<file path="src/rtl/add_sub_sequencer.sv">
// Request sequencer for a gate-level ripple adder: registers the adder inputs,
// holds them for SETTLE_CYCLES clocks, then captures sum and flags for the consumer.
module add_sub_sequencer #(
    parameter int unsigned WIDTH         = 32,
    parameter int unsigned SETTLE_CYCLES = 4
) (
    input  logic             clk,
    input  logic             rst_n,
    input  logic             in_valid,
    output logic             in_ready,
    input  logic             op_sub,
    input  logic [WIDTH-1:0] in_a,
    input  logic [WIDTH-1:0] in_b,
    output logic [WIDTH-1:0] adder_a,
    output logic [WIDTH-1:0] adder_b,
    output logic             adder_ci,
    input  logic [WIDTH-1:0] adder_sum,
    input  logic             adder_carryout,
    input  logic             adder_overflow,
    output logic             out_valid,
    input  logic             out_ready,
    output logic [WIDTH-1:0] out_result,
    output logic             out_carry,
    output logic             out_overflow,
    output logic             out_zero,
    output logic             out_negative
);

    typedef enum logic [1:0] {
        IDLE,
        SETTLE,
        DONE
    } state_t;

    localparam logic [7:0] CNT_LOAD = 8'(SETTLE_CYCLES - 1);

    state_t     state, state_nxt;
    logic [7:0] cnt;
    logic       accept;
    logic       capture;

    assign accept  = (state == IDLE) && in_valid;
    assign capture = (state == SETTLE) && (cnt == '0);

    always_ff @(posedge clk or negedge rst_n) begin
        if (!rst_n) begin
            state <= IDLE;
        end else begin
            state <= state_nxt;
        end
    end

    always_comb begin
        state_nxt = state;
        case (state)
            IDLE:    if (in_valid)  state_nxt = SETTLE;
            SETTLE:  if (cnt == '0) state_nxt = DONE;
            DONE:    if (out_ready) state_nxt = IDLE;
            default: state_nxt = IDLE;
        endcase
    end

    // Handshake outputs are pure state decodes, so no comb path from in_valid/out_ready.
    always_comb begin
        in_ready  = (state == IDLE);
        out_valid = (state == DONE);
    end

    always_ff @(posedge clk or negedge rst_n) begin
        if (!rst_n) begin
            cnt <= '0;
        end else if (accept) begin
            cnt <= CNT_LOAD;
        end else if (state == SETTLE && cnt != '0) begin
            cnt <= cnt - 8'd1;
        end
    end

    always_ff @(posedge clk or negedge rst_n) begin
        if (!rst_n) begin
            adder_a  <= '0;
            adder_b  <= '0;
            adder_ci <= 1'b0;
        end else if (accept) begin
            adder_a  <= in_a;
            adder_b  <= in_b ^ {WIDTH{op_sub}};
            adder_ci <= op_sub;
        end
    end

    // Zero/negative are registered alongside the sum so they track out_result exactly.
    always_ff @(posedge clk or negedge rst_n) begin
        if (!rst_n) begin
            out_result   <= '0;
            out_carry    <= 1'b0;
            out_overflow <= 1'b0;
            out_zero     <= 1'b0;
            out_negative <= 1'b0;
        end else if (capture) begin
            out_result   <= adder_sum;
            out_carry    <= adder_carryout;
            out_overflow <= adder_overflow;
            out_zero     <= (adder_sum == '0);
            out_negative <= adder_sum[WIDTH-1];
        end
    end

endmodule

</file>
<file path="config.mk">
export PLATFORM = sky130hd
export DESIGN_NAME = add_sub_sequencer
export DESIGN_NICKNAME = d
export VERILOG_FILES = /design/src/rtl/add_sub_sequencer.sv
export SDC_FILE = /design/constraint.sdc
export NUM_CORES = 1
export LEC_CHECK = 0
export CAP_MARGIN = 20
export CORE_MARGIN = 2
export CORE_UTILIZATION = 45
export DETAILED_ROUTE_END_ITERATION = 8
export PLACE_DENSITY = 0.89
export SYNTH_ARGS = -nofsm -noshare
export SYNTH_HDL_FRONTEND = slang
export SYNTH_SLANG_ARGS = --single-unit
export TNS_END_PERCENT = 10
</file>
<file path="constraint.sdc">
create_clock -name clk -period 5.2 [get_ports clk]
set_clock_uncertainty 0.1 [all_clocks]
set_input_delay 1.3 -clock clk [delete_from_list [all_inputs] [get_ports clk]]
set_output_delay 1.3 -clock clk [all_outputs]
set_load 0.01 [all_outputs]
</file>
==> results of run 1 <==
==> critical path, stage by stage (launching register included) <==
cell and delay (ns):
dfrtp_1 0.42, nor2_1 0.34, clkdlybuf4s50_1 0.61
==> per-stage QoR <==
step / cell area [um2] / setup slack, ns / power, uW / instances
after detailed placement: 6680 / 1.77 / 3310 / 736
after global placement: 6680 / 1.87 / 3240 / 736
final: 6930 / 2.07 / 3870 / 753
after floorplan: 4550 / 2.91 / 2270 / 418
after CTS: 6910 / 2.05 / 3900 / 752
after global routing: 6930 / 2.00 / 4110 / 753
==> cells in the final DEF (no fill, tap or decap), drive strengths merged, types with 2 or more instances in the layout <==
master and count:
or4 2, clkinv 2, nor4 9, o31ai 2, ha 2, bufinv 2
inv 4, o211ai 3, o21ai 35, dfrtp 110, nor3 2, clkdlybuf4s50 203
nand4 2, nand2 138, buf 7, nor2 3, xnor2 34, clkbuf 11
mux2 34, mux2i 2
==> where the power goes <==
part	internal, uW	switching, uW	total (uW)
Combinational	1020	760	1780
Sequential	1260	243	1510
Clock	298	278	576
==> sequential cells by signal (all words and copies together) (netlist names) <==
register,cells
out_result,32
out_carry,1
out_overflow,1
adder_a,32
state,2
adder_ci,1
adder_b,32
out_zero,1
cnt,8
==> synth_stat cells, types with 3 or more instances <==
cell type,number,area [um2]
buf_2,5,25.0
buf_4,4,30.0
clkbuf_1,15,56.3
dfrtp_1,110,2750
inv_1,4,15.0
mux2_2,34,383
nand2_1,138,518
nor2_1,3,11.3
nor4_1,9,56.3
o211ai_1,3,22.5
o21ai_0,34,170
xnor2_1,34,298
==> metal layers <==
layer,share of wire,GRT usage
met3,0.10,0.0758
met5,0,0
met1,0.42,0.270
met4,0.012,0.0608
met2,0.47,0.343
==> worst paths after layout <==
path	slack, ns	cells after the start	from	endpoint
worst max-delay path	2.07	2	state[0]$_DFFE_PN0P_	in_ready
worst min-delay path	0.38	2	adder_a[24]$_DFFE_PN0P_	adder_a[24]$_DFFE_PN0P_
worst max register to register	3.21	6	state[0]$_DFFE_PN0P_	adder_b[27]$_DFFE_PN0P_
worst min register to register	0.38	2	adder_a[24]$_DFFE_PN0P_	adder_a[24]$_DFFE_PN0P_
max in group asynchronous	3.05	2	rst_n	adder_b[9]$_DFFE_PN0P_
min in group asynchronous	0.93	1	rst_n	out_overflow$_DFFE_PN0P_
==> logic make-up after synthesis <==
| logic type | share of synthesized area |
|---|---|
| and+or+nand+nor | 0.155 |
| DFF | 0.606 |
| AOI/OAI and AO/OA | 0.0504 |
| muxes | 0.0886 |
| xor gates and xnor gates | 0.0674 |
| buffers and inverters | 0.0278 |
| adders and majority gates | 0.00550 |
==> final cells by class <==
class                   count  area [um2]
inverters                   4        15.0
fillers                   694        2840
repair buffers            210        2090
clock buffers              11         151
flip-flops and latches    110        2750
well taps                 133         166
clock inverters             5        81.3
multi-input cells         280        1670
==> qor.csv, run 1 <==
metric,value,unit
outcome,"complete, no violations",
Power Dens Cells,558,nW/um2
Clock Sinks,110,
post-synth cell types,32,
Post-Route WL,11500,um
hold_ws,0.383,ns
global route overflow,0,
die extent in y,105,um
clock-pin slew on the worst setup and hold paths,0.10,ns
die area,10900,um2
Die W,105,um
DR pass1 iterations,4,
Synth Net Count,523,
post-synthesis sequential area ratio,0.606,
maximum VDD drop,0.304,mV
Root Driver,clkbuf_8,
DP HPWL,8660,um
vias post-DR,3687,
Slew @ Worst Pin,0.901,ns
largest net degree at the start of global routing,73,
gpl congestion,0.868,
post-CTS sizing,0,
final setup vio count,0,
layout cells sized above 1,0.103,
Synth Instances,418,
Post-Syn Area,4550,um2
CORE AREA,9770,um2
Post-synth EDFFs,0,
CTS tree,done,
Max clock buf depth,2,
Max-Cap Viols,0,
leakage,0.00302,uW
Initial Utilization,0.465,
worst path required time,3.80,ns
n_diodes,0,
kind of critical path,reg2out,
post-layout util,0.709,
Yosys Warn Count,0,
H-tree levels,3,
vias in the first global route,3709,
part of the cycle the worst path needs,0.603,
FP Rows,36,
crit path DAT,1.73,ns
Avg Inst Size Synth,10.9,um2
DR WL/cell,15.2,um
Syn-to-layout area delta,52.5,%
IO Port Bufs,205,
Total Routing Usage GR,0.212,
main flop type after synthesis,dfrtp_1,
initial antenna violation count,0,
Via density,4.90,
Num CTS Buffers,9,
final-stage net count,720,
fraction of registers with async set/reset,1.00,
final hold violations,0,
Final TNS setup,0,ns
I/O Pins,206,
HP Class,reg2reg,
Iteration-0 DRC Markers,139,
min Tclk post-route,3.13,ns
Setup Buffers After CTS,0,
crit path max fanout,5,
crit end category,output port,
clk_lat worst skew,0.36,ns
drt drc,0,
CP Launch Type,flop,
first-pass GRT wire length,18500,um
RSZ-0062 raised after global routing,false,
Slew Limit Fails,0,
hold-fix buffers at CTS,0,
Antenna Nets Post-Route,0,
maximum clock rate,319,MHz
Rel. slew slack,0.399,
synthesized flop and latch total,110,
Note: power is estimated with default switching activity, not from simulation.
==> run 2, diff against run 1 <==
Settings changed: CORE_UTILIZATION 45 to 42, PLACE_DENSITY 0.89 to 0.84.
Clock period 5.2 ns to 2.9 ns, I/O delays scaled along.
==> run 2 against run 1 <==
Net effect:
- clock-buffer cell count decreased by 1
- routed wire length increased by 0.56%
- setup slack got worse by 1.6 ns
- sequential power increased by 79%
- sequential share of layout area increased by 0.093 points
- non-clock buffer count increased by 1
- die area increased by 6.9%
- final area decreased by 0.23%
- critical path type unchanged
==> qor.csv, run 2 (synthesis gave the netlist of run 1 again) <==
metric,value,unit
Setup Buffers After CTS,0,
Sequential Power Share,0.398,
largest net degree at the start of global routing,111,
Via density,4.92,
clk_lat worst skew,0.36,ns
slowest CP cell,clkdlybuf4s50_1,
Total Routing Usage GR,0.198,
final-stage net count,721,
post-CTS sizing,0,
gpl congestion,0.803,
CTS tree,done,
leakage,0.00301,uW
Max-Cap Viols,0,
HP Class,in2async,
crit path DAT,1.63,ns
Antenna Nets Post-Route,0,
final hold violations,0,
Top delay family on crit path,buffers and inverters,
layout cells sized above 1,0.103,
"leading cell type in the layout, fill and taps excluded",clkdlybuf4s50_1,
outcome,"complete, no violations",
maximum clock rate,407,MHz
final setup vio count,0,
Num CTS Buffers,9,
global route overflow,0,
CORE AREA,10400,um2
drt drc,0,
R2R setup slack,0.93,ns
Initial Utilization,0.436,
Iteration-0 DRC Markers,120,
R2R cell count,6,
part of the cycle the worst path needs,0.848,
post-layout util,0.664,
Post-Route WL,11500,um
die extent in y,108,um
DP HPWL,8520,um
first-pass GRT wire length,18100,um
crit end category,output port,
initial antenna violation count,0,
die area,11700,um2
CP cell instances,nor2_1 -> clkdlybuf4s50_1,
Int Pwr,4440,uW
Slew Limit Fails,0,
min Tclk post-route,2.46,ns
maximum VDD drop,0.501,mV
Die W,108,um
Gate power share,0.474,
kind of critical path,reg2out,
clock share of power,0.128,
IO Port Bufs,205,
Clock Sinks,110,
Final Power,6770,uW
FP Rows,37,
"Cell Area, Placed",6730,um2
Syn-to-layout area delta,52.1,%
RSZ-0062 raised after global routing,false,
crit-path max cell delay,0.61,ns
H-tree levels,3,
I/O Pins,206,
Post-Layout Inst Area,6910,um2
worst path required time,2.08,ns
Levels on crit path,2,
most frequent cells in the layout,"clkdlybuf4s50_1 (203), nand2_1 (137), dfrtp_1 (110)",
CP Launch Type,flop,
DR pass1 iterations,4,
Root Driver,clkbuf_8,
Final TNS setup,0,ns
Max clock buf depth,2,
hold-fix buffers at CTS,0,
Power Dens Cells,979,nW/um2
switching share of power,0.344,
vias in the first global route,3799,
n_diodes,0,
Sw Pwr,2330,uW
DR WL/cell,15.2,um
Slew @ Worst Pin,0.606,ns
crit path max fanout,5,
Buf/Inv on CP,1,
Rel. slew slack,0.595,
vias post-DR,3727,
Largest regs,"adder_a: 32 flops, adder_b: 32 flops, out_result: 32 flops",
clock-pin slew on the worst setup and hold paths,0.11,ns
## run 2: changes by cell type in the layout (fill, tap and decap cells not counted), sizes merged
cell      previous run  this run
buf                  7         8
clkbuf              11        10
bufinv               2         0
clkinvlp             1         2
inv                  4         8
clkinv               2         0
## run 2: power groups by stage
stage / registers [uW] / clock network (uW) / logic, uW
2_1_floorplan: 2990 / 0 / 1080
3_3_place_gp: 2690 / 0 / 3150
3_5_place_dp: 2710 / 0 / 3250
4_1_cts: 2700 / 903 / 3250
5_1_grt: 2780 / 972 / 3510
6_report: 2700 / 868 / 3210
## run 2: path summary, 6_finish.rpt
check                                  startpoint                 endpoint
max in group asynchronous                   rst_n  adder_b[12]$_DFFE_PN0P_
hold reg to reg            adder_a[0]$_DFFE_PN0P_   adder_a[0]$_DFFE_PN0P_
setup reg to reg               cnt[0]$_DFFE_PN0P_       cnt[3]$_DFFE_PN0P_
hold / removal                              rst_n       cnt[3]$_DFFE_PN0P_
setup / recovery             state[1]$_DFFE_PN0P_                 in_ready
min in group clk           adder_a[0]$_DFFE_PN0P_   adder_a[0]$_DFFE_PN0P_
## run 2: worst register-to-register path, cell delays in order (launching register included)
cell and delay (ns):
dfrtp_1 0.39, inv_1 0.13, ha_1 0.19, or3b_2 0.50, o21ai_4 0.27, or4_2 0.18, mux2i_1 0.17
## run 2: area by class of cell
cell class,count,area (um2)
inverter,4,15.0
fill,787,3500
sequential,110,2750
clock inverter,6,52.6
timing repair buffer,211,2130
tap,136,170
multi-input combinational,280,1670
clock buffer,10,128
## run 2: per-layer routing
layer | track usage | vias to the layer above | part of all wire
met4 | 0.0769 | 0 | 0.021
met1 | 0.234 | 1783 | 0.40
met5 | 0 | - | 0
met2 | 0.327 | 164 | 0.47
li1 | - | 1759 | -
met3 | 0.0753 | 21 | 0.11
## run 2: through the flow
stage	setup slack [ns]	cells	hold slack (ns)
final	0.442	757	0.326
after global routing	0.353	757	0.364
after CTS	0.425	757	0.345
after detailed placement	0.523	741	0.363
after global placement	0.585	741	0.359
after floorplan	1.09	418	0.329
